--- src/rtl/addb_sched.sv ---
// ============================================================================
// addb_sched: round-robin scheduler feeding a shared ADPCM reconstruction adder
// Rev 1.0 - initial release
// ============================================================================
`default_nettype none

module addb_sched #(
  parameter int NCH = 4,
  parameter int CHW = 2
) (
  input  logic              CLK,
  input  logic              RST_N,
  input  logic [NCH-1:0]    REQ,
  input  logic [16*NCH-1:0] DQ_IN,
  input  logic [15*NCH-1:0] SE_IN,
  output logic [NCH-1:0]    ACK,
  output logic [15:0]       SR,
  output logic [CHW-1:0]    SR_CH,
  output logic              SR_VALID,
  input  logic              SR_READY,
  output logic              PROTO_ERR
);

  logic [CHW-1:0] r_ptr;
  logic [NCH-1:0] r_pending;
  logic [15:0]    r_sr;
  logic [CHW-1:0] r_sr_ch;
  logic           r_sr_valid;
  logic           r_proto_err;

  logic           w_slot_free;
  logic           w_found;
  logic [CHW-1:0] w_grant_idx;
  logic [CHW-1:0] w_idx;
  logic [NCH-1:0] w_ack;
  logic           w_grant;
  logic [15:0]    w_dq;
  logic [14:0]    w_se;
  logic [15:0]    w_dqi;
  logic [15:0]    w_sei;
  logic [15:0]    w_sum;
  logic [NCH-1:0] w_viol;

  assign w_slot_free = !r_sr_valid || SR_READY;

  // Search starts at the pointer; index arithmetic wraps because NCH is a power of two
  always_comb begin
    w_found     = 1'b0;
    w_grant_idx = '0;
    w_idx       = '0;
    for (int k = 0; k < NCH; k++) begin
      w_idx = r_ptr + CHW'(k);
      if (!w_found && REQ[w_idx]) begin
        w_found     = 1'b1;
        w_grant_idx = w_idx;
      end
    end
  end

  always_comb begin
    w_ack = '0;
    if (RST_N && w_slot_free && w_found)
      w_ack = NCH'(1) << w_grant_idx;
  end

  assign w_grant = |w_ack;

  always_comb begin
    w_dq = '0;
    w_se = '0;
    for (int i = 0; i < NCH; i++) begin
      if (w_grant_idx == CHW'(i)) begin
        w_dq = DQ_IN[i*16 +: 16];
        w_se = SE_IN[i*15 +: 15];
      end
    end
  end

  // Sign-magnitude to two's complement; negative zero naturally yields zero
  assign w_dqi = w_dq[15] ? (16'd0 - {1'b0, w_dq[14:0]}) : {1'b0, w_dq[14:0]};
  assign w_sei = {w_se[14], w_se};
  assign w_sum = w_dqi + w_sei;

  // A request that was outstanding and unacknowledged must not be withdrawn
  assign w_viol = r_pending & ~REQ;

  always_ff @(posedge CLK or negedge RST_N) begin
    if (!RST_N) begin
      r_ptr       <= '0;
      r_pending   <= '0;
      r_sr        <= '0;
      r_sr_ch     <= '0;
      r_sr_valid  <= 1'b0;
      r_proto_err <= 1'b0;
    end else begin
      if (w_grant) begin
        r_sr       <= w_sum;
        r_sr_ch    <= w_grant_idx;
        r_sr_valid <= 1'b1;
        r_ptr      <= w_grant_idx + CHW'(1);
      end else if (r_sr_valid && SR_READY) begin
        r_sr_valid <= 1'b0;
      end
      r_pending   <= REQ & ~w_ack;
      r_proto_err <= r_proto_err | (|w_viol);
    end
  end

  assign ACK       = w_ack;
  assign SR        = r_sr;
  assign SR_CH     = r_sr_ch;
  assign SR_VALID  = r_sr_valid;
  assign PROTO_ERR = r_proto_err;

endmodule

`default_nettype wire

--- config.mk ---
export PLATFORM = sky130hd
export DESIGN_NAME = addb_sched
export DESIGN_NICKNAME = d
export VERILOG_FILES = /design/src/rtl/addb_sched.sv
export SDC_FILE = /design/constraint.sdc
export NUM_CORES = 1
export LEC_CHECK = 0
export ABC_AREA = 1
export CAP_MARGIN = 10
export CORE_MARGIN = 2
export CORE_UTILIZATION = 37
export CTS_CLUSTER_SIZE = 40
export DETAILED_ROUTE_END_ITERATION = 10
export GPL_TIMING_DRIVEN = 0
export PLACE_DENSITY_LB_ADDON = 0.08
export SETUP_SLACK_MARGIN = 0.2
export SKIP_CTS_REPAIR_TIMING = 1
export SYNTH_ARGS = -nofsm -noshare
export SYNTH_HDL_FRONTEND = slang
export SYNTH_SLANG_ARGS = --single-unit
--- constraint.sdc ---
create_clock -name CLK -period 9.2 [get_ports CLK]
set_input_delay 1.84 -clock CLK [delete_from_list [all_inputs] [get_ports CLK]]
set_output_delay 1.84 -clock CLK [all_outputs]
set_load 0.02 [all_outputs]
==> flow_summary.yaml <==
global_route:
  overflow: 0
  grt_usage_pct: 24.5
  grt_pass1_vias: 4277
  grt_max_degree: 28
  grt_pass1_wl_um: 20200
  antenna_found_initial: 0
sta:
  postLayoutSetupSlackWorst_ns: 1.86
  finalHoldViolCount: 0
  slew_headroom_pct: 55.0
  fin_skew_ns: 0.00933
  worstMarginPinSlew_ns: 0.675
  fin_crit_sh_pct: 79.8
  slew_viol_final: 0
  tns_ns: 0
  max_freq_mhz: 136
  setup_viol_count_final: 0
  rsz0062_at_grt: "no"
  period_needed_ns: 7.34
critical_path:
  cp_max_fo: 10
  worstReg2RegStart: "r_ptr[0]"
  path_class: "input port to output pin"
  crit_path_start_kind: "input port"
  critPathArrivalTime_ns: 5.50
  r2r_setup_slack_ns: 3.92
  cp.required_ns: 7.36
  crit_path_end_kind: "output pin"
  critPathLaunch: "REQ[2]"
  crit_end: "ACK[2]"
  r2r-end: "SR[14]"
  reg2regPathDepth: 26
placement:
  dpl.hpwl_um: 10700
  dpl.cell_count: 865
  numPortBuffers: 154
  globalplace.congestion: 0.961
  dp_worst_setup_slack_ns: 1.85
synth:
  ys_top_cells_by_area: "nand2_1 24%, dfrtp_1 18%, ha_1 8.2%"
  async_reset_ff_share_pct: 100
  synth_common_cells: "227 x nand2_1, 49 x inv_1, 38 x nand3_1"
  yosys_warnings: 0
  syn_inst: 582
  syn_nets: 737
  synth_top_family_by_area: "simple AND/OR/NAND/NOR gates"
  ys_dominant_reg_cell: "dfrtp_1"
  yosysTopAreaCell: "nand2_1"
  syn_area_um2: 3530
  synthSimpleGateAreaFrac_pct: 40.0
  synth_seq_area_share_pct: 18.4
  synth.most_common_cell: "nand2_1"
  synthMuxAreaShare_pct: 0
  synth_fa_ha_area_share_pct: 8.72
  synth-xor-area-share_pct: 6.24
  ys_seq_elements: 26
  synth-compound-area-share_pct: 16.5
  syn_area_per_cell_um2: 6.06
  synth_edf_count: 0
  yosysTopAreaCellShare_pct: 24.1
  synth_cell_type_count: 39
finish:
  multi_input_area_um2: 2520
  num-nets-final: 897
  area_growth_pct: 50.2
  fillCellCount: 938
  final_cells: 869
  drive_gt1_share_pct: 6.89
  n_antenna_cell: 0
  regArea_um2: 651
routing:
  wl_met2_um: 5930
  drtIter0Drc: 163
  vias: 4258
  drc: 0
  dr.pass1.iters: 4
  wl_met3_um: 797
  wire_per_inst_um: 14.4
  final_antenna_net_count: 0
  wl_um: 12500
  via_per_inst: 4.90
  m1WireLength_um: 5490
  top_layer_used: "met4"
clock_network:
  cts_max_level: 1
  cts_tree: "built"
  numCtsBuffers: 3
  path_clk_slew_ns: 0.08
  clkSinkCount: 26
  clock-root-buffer: "clkbuf_8"
  clock_latency_ns: 0.27
  ctsLongestPathBuffers: 2
floorplan:
  coreArea_um2: 9240
  rows: 35
  io_pins: 155
  die_h_um: 102
  initial_core_util_pct: 38.2
  dieArea_um2: 10300
  die_x_um: 102
run_status:
  run_status: "completed"
flow_run:
  max_cap_violations: 0
worst_hold_path:
  hp-class: "flip-flop to flip-flop"
==> how the worst min path moves through the flow <==
stage	end	depth (start not counted)	start
2_1_floorplan	PROTO_ERR	2	r_pending[0]
6_report	SR[5]	2	SR[5]
3_3_place_gp	PROTO_ERR	2	r_pending[2]
3_5_place_dp	SR[5]	2	SR[5]
5_1_grt	SR[5]	2	SR[5]
4_1_cts	SR[5]	2	SR[5]
==> state kept, by name, summed over array words and instances, names as in the netlist <==
| name | cells |
|---|---|
| SR_CH | 2 |
| SR_VALID | 1 |
| PROTO_ERR | 1 |
| r_pending | 4 |
| SR | 16 |
| r_ptr | 2 |
==> logic make-up (layout without fill, tap and decap cells) <==
family,after synthesis,after routing
fa+ha+maj,24,24
xor+xnor,23,23
compound gates,91,91
buf+inv,81,239
flops,26,26
simple gates,337,337
==> stage by stage <==
step                      hold WS (ns)  cell area (um2)  utilization, %
after CTS                        0.479             5270            57.1
final                            0.472             5300            57.4
after detailed placement         0.459             5230            56.6
after floorplan                  0.442             3530               -
after global routing             0.502             5300            57.4
after global placement           0.452             5230            56.6
==> per-layer routing <==
layer,track usage (%),vias to the layer above
met4,8.32,0
met2,43.6,151
met5,0,-
met1,30.1,1886
met3,3.80,22
li1,-,2199
==> critical path, stage by stage <==
cell,delay (ns)
clkdlybuf4s50_1,0.50
inv_1,0.07
o21ai_1,0.19
o21ai_1,0.13
nor3_1,0.31
nand2_1,0.09
o21ai_0,0.09
nand2_1,0.17
ha_1,0.28
inv_2,0.13
clkbuf_1,0.44
clkbuf_1,0.58
nor2_1,0.10
clkdlybuf4s50_1,0.56
==> area by class of cell <==
| class | count | area share, % |
|---|---|---|
| Inverter | 53 | 3.75 |
| Timing Repair Buffer | 155 | 29.6 |
| Multi-Input combinational cell | 475 | 47.5 |
| Sequential cell | 26 | 12.3 |
| Buffer | 28 | 3.02 |
| Clock buffer | 3 | 0.779 |
| Tap cell | 129 | 3.05 |
==> cell usage in the layout, fill, tap and decap left out, drive strengths merged <==
cell type / n
nand2: 232
clkdlybuf4s50: 154
inv: 53
nor2: 41
nand3: 39
a21oi: 29
dfrtp: 26
ha: 23
o21ai: 23
buf: 20
xnor2: 14
or2: 14
a221oi: 13
o31ai: 12
clkbuf: 12
xor2: 9
nor3: 5
o211ai: 4
nand3b: 4
a21o: 3
a22oi: 2
o21a: 2
nand4: 2
a22o: 1
a31oi: 1
o21bai: 1
fa: 1
Power is not shown: default switching activity piles up to over one toggle a cycle in this logic, so the estimate is an artifact.
